[src/rtl/key_conditioner.sv]
// ---------------------------------------------------------------------------
// key_conditioner
//   Front-end for the active-low board push-buttons. Every key has its own
//   channel with a 2-FF synchroniser, a debouncer and a hold timer. Each
//   channel produces a debounced level and single-cycle registered events for
//   press, release, short press and long press. Downstream logic uses short
//   and long presses on KEY[0] to tell a mode reset from a general reset.
//
// Parameters
//   N_KEYS           number of independent key channels
//   DEBOUNCE_CYCLES  consecutive stable cycles needed to accept a level change
//   LONG_CYCLES      cycles from press acceptance to the long-press event
//                    (must be greater than DEBOUNCE_CYCLES)
//
// Ports
//   clk          system clock
//   reset        synchronous, active-high reset
//   key_n        raw button inputs, active-low, asynchronous, bouncing
//   key_level    debounced state, 1 = held
//   key_press    1-cycle pulse when a press is accepted
//   key_release  1-cycle pulse when a release is accepted
//   key_short    1-cycle pulse with key_release when no long press fired
//   key_long     1-cycle pulse when the hold reaches LONG_CYCLES, once per hold
// ---------------------------------------------------------------------------
module key_conditioner #(
  parameter int unsigned N_KEYS          = 4,
  parameter int unsigned DEBOUNCE_CYCLES = 1_000_000,
  parameter int unsigned LONG_CYCLES     = 100_000_000
) (
  input  logic              clk,
  input  logic              reset,
  input  logic [N_KEYS-1:0] key_n,
  output logic [N_KEYS-1:0] key_level,
  output logic [N_KEYS-1:0] key_press,
  output logic [N_KEYS-1:0] key_release,
  output logic [N_KEYS-1:0] key_short,
  output logic [N_KEYS-1:0] key_long
);

  localparam int unsigned CW = $clog2(LONG_CYCLES + 1);
  localparam logic [CW-1:0] DB_MAX   = CW'(DEBOUNCE_CYCLES);
  localparam logic [CW-1:0] LONG_MAX = CW'(LONG_CYCLES);

  typedef enum logic [2:0] {
    IDLE,
    PRESS_DB,
    HELD,
    LONG_HELD,
    REL_DB
  } state_t;

  // Two-stage synchroniser; resets to the released level.
  logic [N_KEYS-1:0] sync_q1;
  logic [N_KEYS-1:0] sync_q2;
  logic [N_KEYS-1:0] p;

  always_ff @(posedge clk) begin
    if (reset) begin
      sync_q1 <= '1;
      sync_q2 <= '1;
    end else begin
      sync_q1 <= key_n;
      sync_q2 <= sync_q1;
    end
  end

  assign p = ~sync_q2;

  for (genvar k = 0; k < N_KEYS; k++) begin : g_key
    state_t        state_q, state_d;
    logic [CW-1:0] db_q, db_d;
    logic [CW-1:0] hold_q, hold_d;
    logic [CW-1:0] db_inc, hold_inc;
    logic          db_hit, long_hit;
    // Remembers which hold state REL_DB was entered from, so a single
    // REL_DB state can return to HELD or LONG_HELD and decide on key_short.
    logic          from_long_q, from_long_d;
    logic          press_d, release_d, short_d, long_d, level_d;
    logic          press_q, release_q, short_q, long_q, level_q;

    always_comb begin
      state_d     = state_q;
      db_d        = db_q;
      hold_d      = hold_q;
      from_long_d = from_long_q;
      press_d     = 1'b0;
      release_d   = 1'b0;
      short_d     = 1'b0;
      long_d      = 1'b0;

      // Saturating increments; "hit" means this increment reaches the limit.
      db_inc   = (db_q == DB_MAX) ? db_q : db_q + CW'(1);
      hold_inc = (hold_q == LONG_MAX) ? hold_q : hold_q + CW'(1);
      db_hit   = (db_inc == DB_MAX);
      long_hit = (hold_q != LONG_MAX) && (hold_inc == LONG_MAX);

      case (state_q)
        IDLE: begin
          db_d = '0;
          if (p[k]) begin
            state_d = PRESS_DB;
            db_d    = CW'(1);
          end
        end

        PRESS_DB: begin
          if (!p[k]) begin
            state_d = IDLE;
            db_d    = '0;
          end else begin
            db_d = db_inc;
            if (db_hit) begin
              state_d     = HELD;
              press_d     = 1'b1;
              hold_d      = '0;
              db_d        = '0;
              from_long_d = 1'b0;
            end
          end
        end

        HELD: begin
          hold_d = hold_inc;
          db_d   = '0;
          if (long_hit) begin
            long_d      = 1'b1;
            from_long_d = 1'b1;
            state_d     = LONG_HELD;
          end
          // A release starting in the long-press cycle still leaves via the
          // long path: from_long_d is already set above.
          if (!p[k]) begin
            state_d = REL_DB;
            db_d    = CW'(1);
          end
        end

        LONG_HELD: begin
          db_d = '0;
          if (!p[k]) begin
            state_d = REL_DB;
            db_d    = CW'(1);
          end
        end

        REL_DB: begin
          // The hold timer keeps running while a release is being debounced.
          if (!from_long_q) begin
            hold_d = hold_inc;
            if (long_hit) begin
              long_d      = 1'b1;
              from_long_d = 1'b1;
            end
          end
          if (p[k]) begin
            state_d = from_long_d ? LONG_HELD : HELD;
            db_d    = '0;
          end else begin
            db_d = db_inc;
            if (db_hit) begin
              state_d     = IDLE;
              release_d   = 1'b1;
              short_d     = ~from_long_d;
              db_d        = '0;
              hold_d      = '0;
              from_long_d = 1'b0;
            end
          end
        end

        default: begin
          state_d     = IDLE;
          db_d        = '0;
          hold_d      = '0;
          from_long_d = 1'b0;
        end
      endcase

      level_d = (state_d == HELD) || (state_d == LONG_HELD) || (state_d == REL_DB);
    end

    always_ff @(posedge clk) begin
      if (reset) begin
        state_q     <= IDLE;
        db_q        <= '0;
        hold_q      <= '0;
        from_long_q <= 1'b0;
        press_q     <= 1'b0;
        release_q   <= 1'b0;
        short_q     <= 1'b0;
        long_q      <= 1'b0;
        level_q     <= 1'b0;
      end else begin
        state_q     <= state_d;
        db_q        <= db_d;
        hold_q      <= hold_d;
        from_long_q <= from_long_d;
        press_q     <= press_d;
        release_q   <= release_d;
        short_q     <= short_d;
        long_q      <= long_d;
        level_q     <= level_d;
      end
    end

    assign key_level[k]   = level_q;
    assign key_press[k]   = press_q;
    assign key_release[k] = release_q;
    assign key_short[k]   = short_q;
    assign key_long[k]    = long_q;
  end

endmodule

[config.mk]
export PLATFORM = sky130hd
export DESIGN_NAME = key_conditioner
export DESIGN_NICKNAME = d
export VERILOG_FILES = /design/src/rtl/key_conditioner.sv
export SDC_FILE = /design/constraint.sdc
export NUM_CORES = 1
export LEC_CHECK = 0
export BUFFER_PORTS_ARGS = -buffer_cell sky130_fd_sc_hd__buf_4
export CAP_MARGIN = 20
export CORE_MARGIN = 4
export CORE_UTILIZATION = 40
export CTS_CLUSTER_DIAMETER = 120
export DETAILED_ROUTE_END_ITERATION = 8
export GPL_ROUTABILITY_DRIVEN = 0
export PLACE_DENSITY = 0.59
export SKIP_CTS_REPAIR_TIMING = 1
export SYNTH_ARGS = -nofsm -noshare
export SYNTH_HDL_FRONTEND = slang
export SYNTH_SLANG_ARGS = --single-unit
export TNS_END_PERCENT = 1
[constraint.sdc]
create_clock -name clk -period 4 [get_ports clk]
set_clock_uncertainty 0.15 [all_clocks]
set_input_delay 0.4 -clock clk [delete_from_list [all_inputs] [get_ports clk]]
set_output_delay 0.4 -clock clk [all_outputs]
set_load 0.05 [all_outputs]
# --- Word level (Yosys, flattened, before mapping) ---
# Index checks and enable logic that the tools add are counted.
totals:
  reg_bits: 260
  inputBits: 6
  out_inout_bits: 20
  word_cells: 319
classes:
  add_sub_neg: 8
  eq_ne: 60
  mux: 144
  bitwise: 25
  n_reduce_logical: 44
ops:
  columns: ["cell", "n"]
  rows:
  - ["$mux W27", 40]
  - ["$pmux W27 S4", 8]
  - ["$add A27 B1 Y27 const B", 8]
  - ["$eq A27 B20 Y1 const B", 8]
  - ["$eq A27 B27 Y1 const B", 8]
  - ["$ne A27 B27 Y1 const B", 4]
  - ["$mux W3", 32]
  - ["$pmux W3 S5", 4]
  - ["$mux W1", 52]
  - ["$eq A3 B2 Y1 const B", 16]
  - ["$eq A3 B3 Y1 const B", 8]
  - ["$ne A2 B2 Y1 const B", 12]
  - ["$not A1 Y1", 24]
  - ["$reduce_or A3 Y1", 8]
  - ["$pmux W1 S4", 4]
  - ["$reduce_and A4 Y1", 4]
  - ["$reduce_or A2 Y1", 8]
  - ["$reduce_or A4 Y1", 4]
  - ["$eq A3 B1 Y1 const B", 4]
  - ["$logic_not A3 Y1", 4]
  - ["$reduce_and A3 Y1", 4]
  - ["$logic_or A1 B1 Y1", 8]
  - ["$pmux W1 S2", 4]
  - ["$logic_and A1 B1 Y1", 4]
  - ["$not A4 Y4", 1]

# --- Longest topological paths before layout ---
logic_depth:
  ltp_word: 13
  mapped_depth: 15
  depth_no_buf: 11

# --- Worst setup path before layout ---
# OpenSTA, ideal clock, no wires.
synth_path:
  path_type: "register to register"
  from: "register g_key[1].db_q[1]"
  to: "register g_key[1].hold_q[14]"
  setup_time_ns: 0.117
  arrival_ns: 3.148
  required_time_ns: 3.733
  path_slack_ns: 0.585
  stages_incl_launch_ff: 14
  n_path_buf: 4
  period_less_slack_ns: 3.415
  path_cell_list: "dfxtp_1 -> ha_1 -> clkbuf_2 -> nand4_1 -> nor4_4 -> nand3_1 -> xor2_1 -> nand4_1 -> or4_1 -> buf_2 -> a31o_1 -> buf_2 -> buf_4 -> a22o_1"
synth_between:
  elab_chain_len: 6
  elab_cells_between_ends: 9
  cone_classes: "add/sub (1); eq/ne (3); mux (4); reduce/logical (1)"
synth_rtl:
  columns: ["element", "line", "text"]
  rows:
  - ["start, declared", "71", "logic [CW-1:0] db_q, db_d;"]
  - ["start signal, assigned", "185", "db_q <= '0;"]
  - ["start signal, assigned", "195", "db_q <= db_d;"]
  - ["$add A27 B1 Y27 / $eq A27 B20 Y1 (equally long branches)", "92", "db_inc = (db_q == DB_MAX) ? db_q : db_q + CW'(1);"]
  - ["$mux W27 *", "92", null]
  - ["$eq A27 B20 Y1 *", "94", "db_hit = (db_inc == DB_MAX);"]
  - ["$mux W27", "160", "if (db_hit) begin"]
  - ["$mux W27", "155", "if (p[k]) begin"]
  - ["$pmux W27 S4", "97", "case (state_q)"]
  - ["end signal, assigned", "196", "hold_q <= hold_d;"]
  - ["end, declared", "72", "logic [CW-1:0] hold_q, hold_d;"]
# Every way passes the cells marked *; elsewhere a longest branch is shown, timed or not.
# A chain may end at the register's enable or synchronous reset.

# --- Worst setup path after layout ---
layout_path:
  from: "register g_key[1].db_q[1]"
  to: "register g_key[1].hold_q[13]"
# Same word-level chain as after synthesis.

==> impl_metrics.csv <==
group,metric,value,unit
cells_and_area,top_regs,"g_key.db_q x108, g_key.hold_q x108, g_key.state_q x12",
sta,finalSetupTns,0,ns
sta,setup_violations,0,
critical_path,rr_worst_depth,11,
die,pin_count,26,
routing,drt_iter0_drc,1090,
place,place_area,0.0175,mm²
clock_network,cts_tree,"done",
yosys,netlist_area,0.0169,mm²
global_route,grt_pass1_wl,73.7,mm
critical_path,worstReg2RegEnd,"g_key[1].hold_q[13]",
die,fp.coreArea,0.0419,mm²
yosys,synth_ff_type,"dfxtp_1",
global_route,grt_usage,0.188,
yosys,synth_edf_count,0,
routing,wire_per_inst,16.0,µm
critical_path,critical_path_class,"flip-flop to flip-flop",
clock_network,cts_buffers,34,
sta,relSlewSlack,0.481,
yosys,seq_area_frac_synth,0.308,
die,core.rowCount,75,
routing,drc_errors,0,
global_route,antenna_found_initial,1,
routing,totalWireLength,43.8,mm
critical_path,endpoint_kind,"flip-flop",
yosys,synth_cells,2215,
cells_and_area,antenna_cells,0,
die,die_x,214,µm
critical_path,worst_setup_path_start_kind,"flip-flop",
min_path,holdPathStages,2,
cells_and_area,instances_no_fill,2740,
place,dp_hpwl,31.1,mm
yosys,synth.distinct_cells,104,
global_route,grt_pass1_vias,14930,
run_status,status,"finished clean",
sta,hold_viol,0,
clock_network,cts.sinks,260,
yosys,syn_avg_cell_area,7.64,µm²
min_path,hold_class,"input pin to flip-flop",
cells_and_area,fin_area,0.0188,mm²
yosys,yosysWarnings,0,
flow_run,drv_cap,0,
die,die_area,0.0457,mm²
cells_and_area,fin_nets,2199,
place,place_inst,2672,
sta,min_period_over_period,0.942,
pwr,p_per_area,320,mW/mm²
routing,avgViaCountPerCell,5.92,
die,die_h,214,µm
routing,num_vias,16228,
pwr,power,0.00602,W
global_route,grt_max_degree,41,
critical_path,crit_path_start,"g_key[1].db_q[1]",
critical_path,setup.worst_path.end,"g_key[1].hold_q[13]",
cells_and_area,final_cell_mix,"dfxtp_1 (259), nor2_1 (219), nand2_1 (185), nand3_1 (118)",
critical_path,reg2reg_from,"g_key[1].db_q[1]",
critical_path,worstPathRequired,4.28,ns
cells_and_area,drive_gt1_frac,0.110,
clock_network,root_buffer,"clkbuf_16",
die,floorplan.initialDensity,0.404,
place,io_buffers,25,
sta,rsz0062_at_grt,"true",
cells_and_area,area_delta_synth_final,11.2,%
global_route,grt.overflow.total,0,
critical_path,arrival,4.04,ns
critical_path,r2r_slack,0.23,ns
routing,drtPass1Iterations,5,
yosys,synth_nets,2237,
yosys,async_flop_share,0,
pwr,p_leak,6.10,nW
sta,worstMarginPinSlew,0.776,ns
cells_and_area,final_common_cell,"dfxtp_1",
sta,slew_violations,0,
clock_network,cts.htree.levels,2,
pwr,ir_drop,0.252,mV
sta,clock.fmax,265,MHz
routing,ant_nets,0,
clock_network,insertion_delay,0.54,ns
critical_path,cp_max_fo,13,
clock_network,cts_buffer_depth,3,
clock_network,clk_pin_slew,0.06,ns
sta,layout_min_cycle_time,3.77,ns
yosys,ys_ff_latch,260,
-- layout make-up --
| type | count | area (µm²) |
|---|---|---|
| clock buffer | 49 | 1040 |
| clock inverter | 11 | 183 |
| fill | 4153 | 23000 |
| inverter | 76 | 285 |
| multi-input combinational | 1706 | 10700 |
| sequential | 260 | 5210 |
| tap | 539 | 674 |
| timing repair buffer | 99 | 766 |
-- power breakdown --
group	internal [W]	switching (W)
Combinational	0.0000385	0.0000607
Sequential	0.00260	0.0000148
Clock	0.00213	0.00118
-- routing by layer --
layer | wire (µm) | global-route usage
met1 | 21100 | 0.264
met3 | 2240 | 0.0326
met5 | 13 | 0
met2 | 19400 | 0.297
met4 | 1020 | 0.0576
-- how the worst min path moves through the flow --
stage               slack (ns)       start                to
CTS                      -0.13    key_n[3]        sync_q1[3]
detailed placement        0.25  sync_q1[1]        sync_q2[1]
floorplan                 0.24  sync_q1[0]        sync_q2[0]
global placement          0.24  sync_q1[0]        sync_q2[0]
global route              0.11       reset  g_key[3].db_q[0]
finish                    0.11       reset  g_key[3].db_q[0]
-- critical path: stages (launching register included) --
cell      delay, ns
dfxtp_1        0.47
ha_2           0.33
xnor2_1        0.13
a31oi_1        0.10
or4b_2         0.63
or4_1          0.46
nand3b_1       0.25
nor4_2         0.47
nor4b_2        0.11
buf_4          0.21
a21o_1         0.16
a21o_1         0.16
-- synthesized netlist by cell type, drive strengths merged (11+ instances only) --
cell    number  area share
nor4        56       0.023
nor3b       20      0.0089
a31oi       71       0.026
o21ai      102       0.030
a21boi      12      0.0053
nor2       220       0.049
nand2b      19      0.0070
or3         39       0.014
a21o        17      0.0075
xor2        52       0.027
or2         32       0.012
a211o       14      0.0072
buf         77       0.027
mux2i       13      0.0077
xnor2       77       0.040
and3        56       0.021
nor4b       25       0.013
and4        23       0.012
nand4       80       0.032
a21oi      101       0.031
nor3        77       0.025
and2        25      0.0092
a211oi      13      0.0061
a41oi       11      0.0057
or4         25       0.012
clkbuf      96       0.022
nand3      121       0.038
nor2b       14      0.0052
nand2      185       0.041
o31ai       14      0.0078
o211ai      21      0.0093
inv         76       0.017
dfxtp      260        0.31
ha          16       0.012
-- kinds of logic after synthesis --
family / synth area share
AND/OR/NAND/NOR: 0.343
AO/OA/AOI/OAI: 0.194
flip-flops: 0.308
buffers and inverters: 0.0653
XOR/XNOR: 0.0668
multiplexers: 0.0110
adder cells (fa/ha/maj): 0.0118
-- through the flow --
step	setup slack, ns	util	hold slack, ns
after global placement	0.211	0.418	0.241
after floorplan	0.585	-	0.239
after CTS	0.160	0.447	-0.132
final	0.232	0.450	0.111
after detailed placement	0.173	0.418	0.245
after global routing	-0.0156	0.450	0.113
No activity file was read; power rests on OpenSTA's default activity.
